===== config.mk =====
export PLATFORM = sky130hd
export DESIGN_NAME = bram_arbiter
export DESIGN_NICKNAME = d
export VERILOG_FILES = /design/src/rtl/bram_arb_pkg.sv /design/src/rtl/rd_tag_pipe.sv /design/src/rtl/bram_arbiter.sv
export SDC_FILE = /design/constraint.sdc
export NUM_CORES = 1
export LEC_CHECK = 0
export ABC_AREA = 1
export CORE_MARGIN = 3
export CORE_UTILIZATION = 38
export CTS_CLUSTER_SIZE = 8
export DETAILED_ROUTE_END_ITERATION = 10
export PLACE_DENSITY = 0.75
export SLEW_MARGIN = 20
export SYNTH_ARGS = -nofsm -noshare
export SYNTH_HDL_FRONTEND = slang
export SYNTH_SLANG_ARGS = --single-unit

===== constraint.sdc =====
create_clock -name i_clk -period 1.72 [get_ports i_clk]
set_input_delay 0.258 -clock i_clk [delete_from_list [all_inputs] [get_ports i_clk]]
set_output_delay 0.258 -clock i_clk [all_outputs]
set_load 0.02 [all_outputs]

===== src/rtl/bram_arb_pkg.sv =====
// rtl/bram_arb_pkg.sv - shared parameters and read-tag types for the BRAM arbiter
// Purpose: geometry of the shared 32K x 8 BRAM, its read latency, and the tag
//          carried alongside each in-flight read.
// Ports:   none (package)
package bram_arb_pkg;
    localparam int ADDR_W = 15;
    localparam int DATA_W = 8;
    localparam int RD_LAT = 2;

    typedef logic owner_t;

    typedef struct packed {
        logic   valid;
        owner_t owner;
    } rd_tag_t;
endpackage


===== src/rtl/rd_tag_pipe.sv =====
// rtl/rd_tag_pipe.sv - read tag shift register tracking BRAM read latency
// Purpose: (RD_LAT+1)-stage shift register of rd_tag_t. A tag enters at the
//          grant edge and leaves as the delivery strobe when bram_dout holds
//          the matching read data.
// Ports:   i_clk, i_rst    clock, synchronous active-high clear
//          i_tag           tag of the read granted this cycle (valid=0 if none)
//          o_deliver       last stage holds a live read
//          o_owner         master that issued that read
module rd_tag_pipe
    import bram_arb_pkg::*;
(
    input  logic    i_clk,
    input  logic    i_rst,
    input  rd_tag_t i_tag,
    output logic    o_deliver,
    output owner_t  o_owner
);
    rd_tag_t r_pipe [RD_LAT+1];

    always_ff @(posedge i_clk) begin
        if (i_rst) begin
            for (int i = 0; i <= RD_LAT; i++) begin
                r_pipe[i] <= '0;
            end
        end else begin
            r_pipe[0] <= i_tag;
            for (int i = 1; i <= RD_LAT; i++) begin
                r_pipe[i] <= r_pipe[i-1];
            end
        end
    end

    assign o_deliver = r_pipe[RD_LAT].valid;
    assign o_owner   = r_pipe[RD_LAT].owner;
endmodule


===== src/rtl/bram_arbiter.sv =====
// rtl/bram_arbiter.sv - two-master round-robin arbiter and sequencer for the shared BRAM
// Purpose: grants one of two masters per cycle, drives registered BRAM pins,
//          stalls a read that directly follows a write to the same address,
//          and routes each read result back to the master that issued it.
// Ports:   i_clk, i_rst                       clock, synchronous active-high reset
//          i_mN_req/we/addr/wdata             request from master N (held until granted)
//          o_mN_gnt                           combinational grant, transfer at this edge
//          o_mN_rvalid, o_mN_rdata            one-cycle read response, data held
//          o_bram_en/ren/wen/addr/din         registered BRAM controls
//          i_bram_dout                        BRAM read data
module bram_arbiter
    import bram_arb_pkg::*;
(
    input  logic              i_clk,
    input  logic              i_rst,
    input  logic              i_m0_req,
    input  logic              i_m0_we,
    input  logic [ADDR_W-1:0] i_m0_addr,
    input  logic [DATA_W-1:0] i_m0_wdata,
    output logic              o_m0_gnt,
    output logic              o_m0_rvalid,
    output logic [DATA_W-1:0] o_m0_rdata,
    input  logic              i_m1_req,
    input  logic              i_m1_we,
    input  logic [ADDR_W-1:0] i_m1_addr,
    input  logic [DATA_W-1:0] i_m1_wdata,
    output logic              o_m1_gnt,
    output logic              o_m1_rvalid,
    output logic [DATA_W-1:0] o_m1_rdata,
    output logic              o_bram_en,
    output logic              o_bram_ren,
    output logic              o_bram_wen,
    output logic [ADDR_W-1:0] o_bram_addr,
    output logic [DATA_W-1:0] o_bram_din,
    input  logic [DATA_W-1:0] i_bram_dout
);
    owner_t              r_last_grant;
    logic                r_bram_en, r_bram_ren, r_bram_wen;
    logic [ADDR_W-1:0]   r_bram_addr;
    logic [DATA_W-1:0]   r_bram_din;
    logic                r_m0_rvalid, r_m1_rvalid;
    logic [DATA_W-1:0]   r_m0_rdata, r_m1_rdata;

    owner_t              w_winner;
    logic                w_any_req, w_win_we, w_hazard, w_grant;
    logic [ADDR_W-1:0]   w_win_addr;
    logic [DATA_W-1:0]   w_win_wdata;
    logic                w_deliver;
    owner_t              w_dlv_owner;
    rd_tag_t             w_tag;

    // On a tie the master not granted last time wins; otherwise the lone requester.
    always_comb begin
        w_any_req = i_m0_req | i_m1_req;
        if (i_m0_req && i_m1_req) begin
            w_winner = ~r_last_grant;
        end else begin
            w_winner = i_m1_req;
        end
        w_win_we    = w_winner ? i_m1_we    : i_m0_we;
        w_win_addr  = w_winner ? i_m1_addr  : i_m0_addr;
        w_win_wdata = w_winner ? i_m1_wdata : i_m0_wdata;
    end

    // The issue registers still describe last cycle's grant, so a registered
    // write to the same address means the BRAM has not yet committed it.
    assign w_hazard = w_any_req && !w_win_we && r_bram_en && r_bram_wen
                      && (w_win_addr == r_bram_addr);
    assign w_grant  = w_any_req && !w_hazard && !i_rst;

    assign o_m0_gnt = w_grant && (w_winner == 1'b0);
    assign o_m1_gnt = w_grant && (w_winner == 1'b1);

    always_ff @(posedge i_clk) begin
        if (i_rst) begin
            r_last_grant <= 1'b1;
            r_bram_en    <= 1'b0;
            r_bram_ren   <= 1'b0;
            r_bram_wen   <= 1'b0;
            r_bram_addr  <= '0;
            r_bram_din   <= '0;
        end else if (w_grant) begin
            r_last_grant <= w_winner;
            r_bram_en    <= 1'b1;
            r_bram_ren   <= ~w_win_we;
            r_bram_wen   <= w_win_we;
            r_bram_addr  <= w_win_addr;
            r_bram_din   <= w_win_wdata;
        end else begin
            r_bram_en    <= 1'b0;
            r_bram_ren   <= 1'b0;
            r_bram_wen   <= 1'b0;
        end
    end

    assign w_tag.valid = w_grant && !w_win_we;
    assign w_tag.owner = w_winner;

    rd_tag_pipe u_rd_tag_pipe (
        .i_clk     (i_clk),
        .i_rst     (i_rst),
        .i_tag     (w_tag),
        .o_deliver (w_deliver),
        .o_owner   (w_dlv_owner)
    );

    always_ff @(posedge i_clk) begin
        if (i_rst) begin
            r_m0_rvalid <= 1'b0;
            r_m1_rvalid <= 1'b0;
            r_m0_rdata  <= '0;
            r_m1_rdata  <= '0;
        end else begin
            r_m0_rvalid <= w_deliver && (w_dlv_owner == 1'b0);
            r_m1_rvalid <= w_deliver && (w_dlv_owner == 1'b1);
            if (w_deliver && (w_dlv_owner == 1'b0)) begin
                r_m0_rdata <= i_bram_dout;
            end
            if (w_deliver && (w_dlv_owner == 1'b1)) begin
                r_m1_rdata <= i_bram_dout;
            end
        end
    end

    assign o_bram_en   = r_bram_en;
    assign o_bram_ren  = r_bram_ren;
    assign o_bram_wen  = r_bram_wen;
    assign o_bram_addr = r_bram_addr;
    assign o_bram_din  = r_bram_din;
    assign o_m0_rvalid = r_m0_rvalid;
    assign o_m1_rvalid = r_m1_rvalid;
    assign o_m0_rdata  = r_m0_rdata;
    assign o_m1_rdata  = r_m1_rdata;
endmodule

# ---- Yosys cells after proc, flatten, opt, wreduce, memory -nomap -nowiden
# Memories as Yosys holds them, arrays and structs flattened.
# Cells that the tools add are included.
dict set report totals {
  regBits 45
  ramBits 6
  inputBits 60
  out_inout_bits 46
  word_cells 48
  mem_count 1
}
# name depth width read_ports rd_ports_with_merged_regs write_ports line_no
set memory_table {}
lappend memory_table {u_rd_tag_pipe.r_pipe 3 2 3 0 3 rd_tag_pipe.sv:18} ;# rd_tag_t r_pipe [RD_LAT+1];
dict set report classes {
  eq_ne 1
  n_mux 11
  bitwise 9
  n_reduce_logical 16
}
# op count
set ops {}
lappend ops {{$eq 15x15->1} 1}
lappend ops {{$mux 15} 1}
lappend ops {{$logic_and 1x1->1} 12}
lappend ops {{$mux 8} 1}
lappend ops {{$mux 1} 6}
lappend ops {{$mux 2} 3}
lappend ops {{$not 1->1} 5}
lappend ops {{$or 1x1->1} 4}
lappend ops {{$logic_not 1->1} 3}
lappend ops {{$reduce_or 2->1} 1}

# ---- Longest topological paths before layout
# Gate-level depths: netlist (run 1).
dict set report logic_depth {
  word_depth 13
  ltp_mapped 16
}

# ---- Hierarchy
# A second synthesis (run 1) with hierarchy kept.
dict set report unflattened {
  cells_unflattened 398
  hier_area_um2 2673.8
}
# mod n_inst cells_each area_per_inst_um2 seq_area_each_um2
set by_module_without_submodules {}
lappend by_module_without_submodules {bram_arbiter 1 380 2508.7 900.9}
lappend by_module_without_submodules {rd_tag_pipe 1 18 165.2 120.1}

# ---- Worst setup path after synthesis (run 1)
# Ideal clock, no wire load.
dict set report synth_path {
  path_type {register -> output}
  from {register r_last_grant}
  to {output port o_m1_gnt}
  arrival_time_ns 1.617
  required_ns 1.462
  slack_ns -0.155
  stages_incl_launch_ff 14
  path_buffers 3
  path_cell_list {dfxtp_1 -> nand2_2 -> buf_6 -> buf_6 -> nand3_1 -> nand3_1 -> nand2_1 -> nor2_1 -> nand2_1 -> nor2_1 -> nand2_4 -> nand3_2 -> buf_6 -> nor2_1}
}
dict set report synth_via {
  elab_chain_len 12
  word_cells_on_any_way 14
}
# item line_no
set synth_rtl {}
lappend synth_rtl {{start, declared} bram_arbiter.sv:37} ;# owner_t r_last_grant;
lappend synth_rtl {{start signal, assigned} bram_arbiter.sv:83} ;# r_last_grant <= w_winner;
lappend synth_rtl {{$not 1->1 (*)} bram_arbiter.sv:56} ;# w_winner = ~r_last_grant;
lappend synth_rtl {{$mux 1 (*)} bram_arbiter.sv:55} ;# if (i_m0_req && i_m1_req) begin
lappend synth_rtl {{branches (longest 9 deep; another with $mux 15)} --}
lappend synth_rtl {{$logic_and 1x1->1 (*)} bram_arbiter.sv:72} ;# assign o_m1_gnt = w_grant && (w_winner == 1'b1);
lappend synth_rtl {{end, declared} bram_arbiter.sv:27} ;# output logic o_m1_gnt,
# Mark *: on every way between the ends.

# ---- Worst setup path after layout (run 1)
dict set report layout_path {
  from {register r_last_grant}
  to {output port o_m0_gnt}
}
dict set report layout_via {
  elab_chain_len 12
  word_cells_on_any_way 15
}
# item line_no
set layout_rtl {}
lappend layout_rtl {{$not 1->1 (*)} bram_arbiter.sv:56}
lappend layout_rtl {{$mux 1 (*)} bram_arbiter.sv:55}
lappend layout_rtl {{branches (longest 9 deep; another with $mux 15)} --}
lappend layout_rtl {{$logic_and 1x1->1 (*)} bram_arbiter.sv:71} ;# assign o_m0_gnt = w_grant && (w_winner == 1'b0);
lappend layout_rtl {{end, declared} bram_arbiter.sv:20} ;# output logic o_m0_gnt,
# Marks and branches as above.

==> results.toml, run 1 <==
[run_status]
run_status = "finished, violations left"
violations = "setup timing"

[power_and_ir_drop]
total_leakage_power_nw = 1.94
p_int_mw = 1.99
p_comb_frac = 0.299
pwr-share-seq = 0.444
ir_drop_mv = 0.499
power.switching_mw = 0.894
switching_share = 0.310
p_total_mw = 2.89
power_density_nw_per_um2 = 677
p_clk_frac = 0.257

[global_route]
grt_max_degree = 30
grt_pass1_vias = 2767
antenna_found_initial = 1
grtUsageTotal = 0.205
grt_pass1_wl_mm = 12.6
overflow = 0

[yosys]
synth_top_area_share = 0.395
synth_area_sq_um = 2590
yosysSeqAreaShare = 0.395
synth_cell_types = 21
synthMuxAreaShare = 0.0348
synth_ff_type = "dfxtp_1"
yosysWarnings = 0
synthTopCellsByArea = "dfxtp_1 39%, nand2_1 14%, nand3_1 9.9%"
synthSimpleGateAreaFrac = 0.373
synth_edf_count = 0
yosysMostFrequentCell = "nand2_1"
yosys.area.top_type = "dfxtp_1"
synth_cells = 386
synth_seq_cells = 51
synth_xor_area_frac = 0
async_flop_share = 0
synth_compound_area_frac = 0.0769
synth_nets = 446
synth_top_family_by_area = "simple AND/OR/NAND/NOR gates"
synthAdderAreaFrac = 0
ys_top_cells_by_count = "94 x nand2_1, 55 x nor2_1, 51 x dfxtp_1, 51 x nand3_1, 45 x inv_1"
avgSynthCellArea_sq_um = 6.70

[floorplan]
io_pins = 106
die-area_sq_um = 7830
start_util = 0.400
dieHeight_um = 88.5
die_x_um = 88.5
rows = 29
core_sq_um = 6460

[critical_path]
cp-start-kind = "flop"
critPathMaxFanout = 8
r2r-start = "r_last_grant$_SDFFE_PP1P_"
r2r_setup_slack_ps = -360
r2r_cells = 17
path_class = "reg -> out"
required_ps = 1460
end_kind = "output port"
worstPathArrival_ps = 1990
r2r_end = "o_bram_addr[7]$_SDFFE_PP0P_"

[clock_tree]
holdBufCountCts = 0
cts_root_buf = "clkbuf_8"
cts_tree = "yes"
clkTransAtPathRegs_ps = 100
clk_path_buf_depth = 2
clk_latency_ps = 310
cts.sinks = 51
numCtsBuffers = 5
cts_max_level = 2

[detailed_routing]
wirelength_mm = 8.11
maxUsedRoutingLayer = "met4"
drc = 0
drt_first_iter_violations = 136
wl_met1_mm = 3.39
wl_per_cell_um = 13.5
vias = 2953
wl_met3_um = 676
firstDrtPassIters = 5
via_per_inst = 4.93
ant_nets = 0
met2_wirelength_mm = 3.93

[timing]
period_share = 1.31
final_hold_viol_count = 0
finClkSkew_ps = 7.53
slew_violations = 0
finalCriticalPeriod_ps = 2250
rsz0062_at_grt = "true"
worst_pin_slew_ps = 348
clock.fmax_mhz = 444
max_slew_margin = 0.768
setup_viol = 30
setup_slack_ps = -532

[placement]
gp_congestion = 0.825
post-dp-hpwl_mm = 5.70
io_buffers = 105
dpl-instance-area_sq_um = 3940

[final_layout]
final_cell_area_sq_um = 4260
nets = 580
fillers = 556
drive_gt1_frac = 0.188
post-route-util = 0.660
syn2layout_area_growth_pct = 64.9

[hold_path]
whs_path_depth = 2
min_to = "u_rd_tag_pipe.r_pipe[0][3]$_SDFF_PP0_"
min_from = "u_rd_tag_pipe.r_pipe[0][1]$_SDFF_PP0_"
min_path_type = "reg -> reg"

[flow_run]
drv_cap = 0
area by class of cell:
type	instances	area, sq um	share of cell area
Tap cell	77	96.3	0.0226
Multi-Input combinational cell	268	1400	0.329
Inverter	49	186	0.0437
Sequential cell	51	1020	0.240
Timing Repair Buffer	145	1460	0.342
Clock inverter	3	27.5	0.00646
Antenna cell	1	2.50	0.000587
Clock buffer	5	68.8	0.0161
critical path: stages, from the launching register on:
cell,delay [ps]
dfxtp_2,350
nand2_4,100
nand2_8,90
buf_12,160
nand2_2,60
nand2_2,60
nor2_2,100
nand2_1,50
nor2_1,80
nand2_1,60
nor2_2,150
nand2_4,70
nand3_4,90
inv_4,40
nand2_2,60
inv_2,40
buf_6,120
cell families (layout without fill, tap and decap cells):
| kind of cell | Yosys count | after routing |
|---|---|---|
| AND/OR/NAND/NOR | 221 | 221 |
| other | 0 | 1 |
| multiplexers | 8 | 8 |
| buffers and inverters | 67 | 202 |
| flip-flops | 51 | 51 |
| AO/OA/AOI/OAI | 39 | 39 |
metal layers:
layer,vias up,GRT usage
met5,-,0
met4,0,0.0577
met3,11,0.0698
met2,107,0.360
met1,1344,0.239
li1,1491,-
how the worst max path moves through the flow:
stage / from / endpoint / slack, ps / cells after the start
CTS: r_last_grant$_SDFFE_PP1P_ / o_m0_gnt / -550 / 16
finish: r_last_grant$_SDFFE_PP1P_ / o_m0_gnt / -530 / 16
global route: r_last_grant$_SDFFE_PP1P_ / o_m0_gnt / -680 / 16
global placement: i_m1_req / o_m0_gnt / -1060 / 14
floorplan: r_last_grant$_SDFFE_PP1P_ / o_m1_gnt / -10 / 13
detailed placement: i_m1_req / o_m0_gnt / -1080 / 14
through the flow:
stage / instances / setup TNS (ps) / hold slack, ps / setup slack [ps]
after floorplan: 386 / -13.2 / 388 / -13.2
after global placement: 585 / -21070 / 390 / -1060
after detailed placement: 585 / -22020 / 396 / -1080
after CTS: 599 / -7650 / 409 / -554
after global routing: 599 / -11460 / 423 / -680
final: 599 / -7080 / 406 / -532
state kept, by name, indices dropped and copies added, names as in the netlist:
register / cells
u_rd_tag_pipe.r_pipe: 6
o_bram_din: 8
o_m0_rvalid: 1
o_bram_wen: 1
o_bram_addr: 15
o_bram_ren: 1
o_m1_rdata: 8
o_m1_rvalid: 1
o_bram_en: 1
r_last_grant: 1
o_m0_rdata: 8
power groups by stage:
stage / clock (mW) / combinational (mW) / sequential (mW)
floorplan: 0 / 0.326 / 1.37
global placement: 0 / 0.766 / 1.30
detailed placement: 0 / 0.775 / 1.31
CTS: 0.752 / 0.841 / 1.28
global route: 0.801 / 0.939 / 1.29
finish: 0.742 / 0.862 / 1.28
layout by cell type (no fill, tap or decap):
cell               n
nor2_2             3
dfxtp_1           50
buf_8              1
mux2_2             8
dfxtp_2            1
clkbuf_16          1
bufbuf_16          1
o21ai_2            1
nand3b_1           7
clkbuf_8           5
inv_4              1
buf_4             32
clkdlybuf4s50_1  100
a21oi_1            8
buf_6              3
diode_2            1
nand2_4            3
nand2_8            2
buf_12             4
dlygate4sd2_1      2
inv_2              2
nor2_1            50
nand2_2           15
nand3_2            9
o21ai_0           18
dlymetal6s2s_1     1
inv_1             44
nor2_4             2
clkinv_1           2
nand2_1           79
nand4_1            8
o21ai_1           12
nand3_1           42
inv_8              1
clkinv_4           1
clkinvlp_4         1
nand3_4            1
timing repair:
action	CTS	global route
cloned	2	1
endpoints found under the hold margin	0	0
pin swaps	11	13
buffers inserted	5	0
gates resized for setup	33	23
endpoints found under the setup margin	30	31
No activity file was read; power rests on OpenSTA's default activity.
==> inputs of run 2 (changes only) <==
--- a/config.mk
+++ b/config.mk
@@ -12,4 +12,4 @@
 export DETAILED_ROUTE_END_ITERATION = 10
-export PLACE_DENSITY = 0.75
-export SLEW_MARGIN = 20
+export PLACE_DENSITY = 0.72
+export SLEW_MARGIN = 15
 export SYNTH_ARGS = -nofsm -noshare
==> constraint.sdc (replaced) <==
create_clock -name i_clk -period 2.75 [get_ports i_clk]
set_input_delay 0.6875 -clock i_clk [delete_from_list [all_inputs] [get_ports i_clk]]
set_output_delay 0.6875 -clock i_clk [all_outputs]
set_load 0.02 [all_outputs]
==> run 2 against run 1 <==
The run still ends with setup timing left. Wire length increased by 27%. Register-to-register slack improved by 390 ps. Utilization increased by 6.0 points. Cell count increased by 6.8%. Critical path type is now in -> out. Non-clock buffer count increased by 42. Critical endpoint unchanged. Via count increased by 12%. Sequential cell count unchanged. Clock-buffer cell count unchanged. Setup slack improved by 430 ps.
==> results.toml, run 2 (synthesis gave the netlist of run 1 again) <==
[critical_path]
required_ps = 2060
path_delay_family = "simple AND/OR/NAND/NOR gates"
worstPathArrival_ps = 2170
slowest_delay_ps = 160
critPathMaxFanout = 18
end_kind = "output port"
crit_chain = "buf_4, buf_12, inv_2, nand2_1, nand3_1, nor2_2, nand2_1, nor2_1, nand2_1, nor2_2, nand2_4, nand3_4, inv_2, nand2_2, inv_2, buf_6"
crit_buf_inv = 6
path_class = "in -> out"
crit_slowest_cell = "buf_4"
cp-start-kind = "input port"

[final_layout]
diodes = 0
final_cell_mix = "75 x nand2_1, 72 x buf_4, 69 x clkdlybuf4s50_1, 51 x nor2_1, 50 x dfxtp_1"
drive_gt1_frac = 0.265
largest_register_ffs = 15
syn2layout_area_growth_pct = 79.9
fillers = 463
mostFrequentLayoutCell = "nand2_1"
nets = 622
final_cell_area_sq_um = 4650
multiInputGateArea_sq_um = 1440
layout.cells.non_filler = 640
area.sequential_sq_um = 1020

[detailed_routing]
via_per_inst = 5.19
firstDrtPassIters = 4
vias = 3321
wl_per_cell_um = 16.1
drc = 0
drt_first_iter_violations = 218
wirelength_mm = 10.3
ant_nets = 0

[power_and_ir_drop]
p_int_mw = 1.37
ir_drop_mv = 0.362
p_comb_frac = 0.316
pwr-share-seq = 0.409
power.switching_mw = 0.601
p_clk_frac = 0.274
total_leakage_power_nw = 2.24
power_density_nw_per_um2 = 423
switching_share = 0.305

[timing]
final_hold_viol_count = 0
clock.fmax_mhz = 350
slew_violations = 0
setup_viol = 4
setup_slack_ps = -106
worst_pin_slew_ps = 474
rsz0062_at_grt = "true"
finalCriticalPeriod_ps = 2860
period_share = 1.04
finClkSkew_ps = 11.0
max_slew_margin = 0.683

[placement]
place_ws_ps = -1000
gp_congestion = 0.851
dpl-instance-area_sq_um = 3760
dp.cells = 568
post-dp-hpwl_mm = 5.65
io_buffers = 105

[run_status]
run_status = "finished, violations left"
violations = "setup timing"

[clock_tree]
numCtsBuffers = 5
clk_latency_ps = 310
clkTransAtPathRegs_ps = 100
cts.sinks = 51
clk_path_buf_depth = 2
cts_tree = "yes"
cts_root_buf = "clkbuf_8"
cts_max_level = 2

[floorplan]
core_sq_um = 6460
io_pins = 106
start_util = 0.400
die-area_sq_um = 7830
rows = 29
dieHeight_um = 88.5
die_x_um = 88.5

[global_route]
grtUsageTotal = 0.235
grt_pass1_wl_mm = 14.5
antenna_found_initial = 0
overflow = 0
grt_max_degree = 30
grt_pass1_vias = 3150

[flow_run]
drv_cap = 0

[hold_path]
min_path_type = "reg -> reg"
[run 2: changes by cell type in the layout (fill, tap and decap cells not counted), moves of 2 or more]
cell,change
nand3_2,+3
clkdlybuf4s50_1,-31
buf_12,+2
dlygate4sd2_1,+23
nor2_4,-2
nand3_1,-4
buf_4,+40
nand2_4,+3
dlymetal6s2s_1,+6
nand2_1,-4
[run 2: layout make-up]
type	instances	area share
timing repair buffer	187	0.386
multi-input combinational	268	0.310
sequential	51	0.220
inverter	49	0.0395
tap	77	0.0207
clock buffer	5	0.0148
clock inverter	3	0.00941
[run 2: path summary, 6_finish.rpt]
kind	start	endpoint	slack (ps)	depth (start not counted)
setup / recovery	i_m1_req	o_m0_gnt	-110	16
hold / removal	u_rd_tag_pipe.r_pipe[0][2]$_SDFF_PP0_	u_rd_tag_pipe.r_pipe[0][4]$_SDFF_PP0_	410	2
setup reg to reg	r_last_grant$_SDFFE_PP1P_	o_bram_addr[5]$_SDFFE_PP0P_	30	20
hold reg to reg	u_rd_tag_pipe.r_pipe[0][2]$_SDFF_PP0_	u_rd_tag_pipe.r_pipe[0][4]$_SDFF_PP0_	410	2
[run 2: what timing repair did]
| item | CTS | global route |
|---|---|---|
| endpoints found under the setup margin | 3 | 6 |
| gates cloned | 2 | 2 |
| hold buffers | 0 | 0 |
| pin swaps | 30 | 26 |
| gates resized for setup | 70 | 52 |
| setup buffers | 61 | 2 |
[run 2: tightest hold or removal path, stage by stage, from the launching register on]
cell and delay, ps:
dfxtp_1 310, inv_1 40, nor2_1 30
[run 2: stage by stage]
step | hold slack [ps] | util | setup TNS (ps) | total power, mW
after floorplan | 388 | - | 0 | 1.05
after global placement | 391 | 0.583 | -5260 | 1.26
after detailed placement | 395 | 0.583 | -6070 | 1.27
after CTS | 411 | 0.691 | -44.9 | 1.90
after global routing | 434 | 0.720 | -467 | 2.05
final | 413 | 0.720 | -298 | 1.97
[run 2: metal layers]
layer | wire [um] | global-route usage | vias to the layer above
met5 | 0 | 0 | -
met4 | 425 | 0.0893 | 0
met3 | 702 | 0.0493 | 43
met2 | 5230 | 0.422 | 177
met1 | 3930 | 0.274 | 1521
li1 | - | - | 1580
[run 2: power groups by stage]
stage / sequential, mW / clock (mW) / combinational, mW
after detailed placement: 0.817 / 0 / 0.454
after global placement: 0.817 / 0 / 0.445
after floorplan: 0.854 / 0 / 0.199
final: 0.806 / 0.540 / 0.623
after global routing: 0.809 / 0.575 / 0.662
after CTS: 0.802 / 0.541 / 0.552
==> inputs of run 3 (changes only) <==
HOLD_SLACK_MARGIN = 0.03   (was unset)
SKIP_CTS_REPAIR_TIMING = 1   (was unset)
==> run 3 against run 2 <==
The flow still finishes with violations (setup timing). Sequential power is essentially flat. Critical path depth shrank 3. Sequential share of layout area grew 2.3 points. Cell count shrank 9.1%. Highest routed layer unchanged.
==> results.toml, run 3 (synthesis gave the netlist of run 1 again) <==
[run_status]
run_status = "finished, violations left"
violations = "setup timing"

[clock_tree]
cts_root_buf = "clkbuf_8"
clkTransAtPathRegs_ps = 90
cts.sinks = 51
clk_path_buf_depth = 2
numCtsBuffers = 5
cts_tree = "yes"
cts_max_level = 2
clk_latency_ps = 300

[final_layout]
final_cell_mix = "84 x nand2_1, 79 x clkdlybuf4s50_1, 51 x nor2_1, 50 x dfxtp_1, 44 x inv_1"
mostFrequentLayoutCell = "nand2_1"
multiInputGateArea_sq_um = 1420
fillers = 556
area.sequential_sq_um = 1020
drive_gt1_frac = 0.166
largest_register_ffs = 15
final_cell_area_sq_um = 4210
diodes = 0
syn2layout_area_growth_pct = 62.6
nets = 564

[timing]
finalCriticalPeriod_ps = 2850
setup_slack_ps = -95.2
worst_pin_slew_ps = 483
rsz0062_at_grt = "true"
clock.fmax_mhz = 351
setup_tns_ps = -143
final_hold_viol_count = 0
max_slew_margin = 0.677
finClkSkew_ps = 6.68
period_share = 1.03
setup_viol = 2
slew_violations = 0

[critical_path]
cp-start-kind = "input port"
required_ps = 2060
path_class = "in -> out"
r2r_end = "o_bram_addr[14]$_SDFFE_PP0P_"
r2r_setup_slack_ps = 560
critPathMaxFanout = 4
worstPathArrival_ps = 2160
worstSetupStartpoint = "i_m0_addr[11]"
r2r_cells = 14
r2r-start = "r_last_grant$_SDFFE_PP1P_"
critPathCapture = "o_m0_gnt"
end_kind = "output port"

[detailed_routing]
wl_per_cell_um = 13.7
firstDrtPassIters = 4
ant_nets = 0
wirelength_mm = 7.99
drc = 0
vias = 2930
drt_first_iter_violations = 105
via_per_inst = 5.03

[floorplan]
rows = 29
start_util = 0.400
io_pins = 106
dieHeight_um = 88.5
die_x_um = 88.5
core_sq_um = 6460
die-area_sq_um = 7830

[power_and_ir_drop]
ir_drop_mv = 0.346
total_leakage_power_nw = 2.05
power_density_nw_per_um2 = 438

[global_route]
grt_pass1_vias = 2602
grt_pass1_wl_mm = 11.8
grt_max_degree = 30
overflow = 0
antenna_found_initial = 0
grtUsageTotal = 0.189

[placement]
gp_congestion = 0.851
dpl-instance-area_sq_um = 3760
io_buffers = 105
post-dp-hpwl_mm = 5.65

[hold_path]
min_path_type = "reg -> reg"
min_from = "u_rd_tag_pipe.r_pipe[0][1]$_SDFF_PP0_"

[flow_run]
drv_cap = 0
[run 3: worst min-delay path by stage]
stage | end | slack (ps) | cells after the start
global route | u_rd_tag_pipe.r_pipe[0][4]$_SDFF_PP0_ | 430 | 2
global placement | u_rd_tag_pipe.r_pipe[0][5]$_SDFF_PP0_ | 390 | 2
CTS | u_rd_tag_pipe.r_pipe[0][3]$_SDFF_PP0_ | 410 | 2
detailed placement | u_rd_tag_pipe.r_pipe[0][3]$_SDFF_PP0_ | 390 | 2
floorplan | u_rd_tag_pipe.r_pipe[0][2]$_SDFF_PP0_ | 390 | 2
finish | u_rd_tag_pipe.r_pipe[0][3]$_SDFF_PP0_ | 410 | 2
[run 3: report_power, final]
| part | internal, mW | switching (mW) | leakage, nW |
|---|---|---|---|
| registers | 0.777 | 0.0266 | 0.418 |
| clock network | 0.271 | 0.258 | 0.0581 |
| logic | 0.254 | 0.253 | 1.57 |
[run 3: layout make-up]
cell class / count / share of cell area
multi-input combinational: 268 / 0.337
timing repair buffer: 129 / 0.326
sequential: 51 / 0.243
inverter: 49 / 0.0437
tap: 77 / 0.0229
clock buffer: 5 / 0.0164
clock inverter: 3 / 0.0104
[run 3: worst max-delay path: stages]
cell and delay (ps):
clkdlybuf4s50_1 500, nand2_1 100, nand3_2 80, nand2_1 60, nor2_1 100, nand2_1 70
nor2_2 140, nand2_4 80, nand3_4 80, inv_2 50, nand2_2 60, inv_2 30
buf_6 120
[run 3: layer usage]
layer / GRT usage / wire (um) / vias to the layer above / part of all wire
met4: 0.0536 / 176 / 0 / 0.022
met2: 0.326 / 4000 / 111 / 0.50
met3: 0.0372 / 553 / 20 / 0.069
met1: 0.241 / 3260 / 1334 / 0.41
li1: - / - / 1465 / -
met5: 0 / 0 / - / 0
[run 3: stage by stage]
step                total power, mW  setup WS [ps]  hold slack, ps  instances   util
finish                         1.84          -95.2             408        582  0.651
detailed placement             1.27          -1000             395        568  0.583
global route                   1.93           -170             434        582  0.651
CTS                            1.80          -1010             411        576  0.600
floorplan                      1.05           79.1             388        386      -
global placement               1.26           -953             391        568  0.583
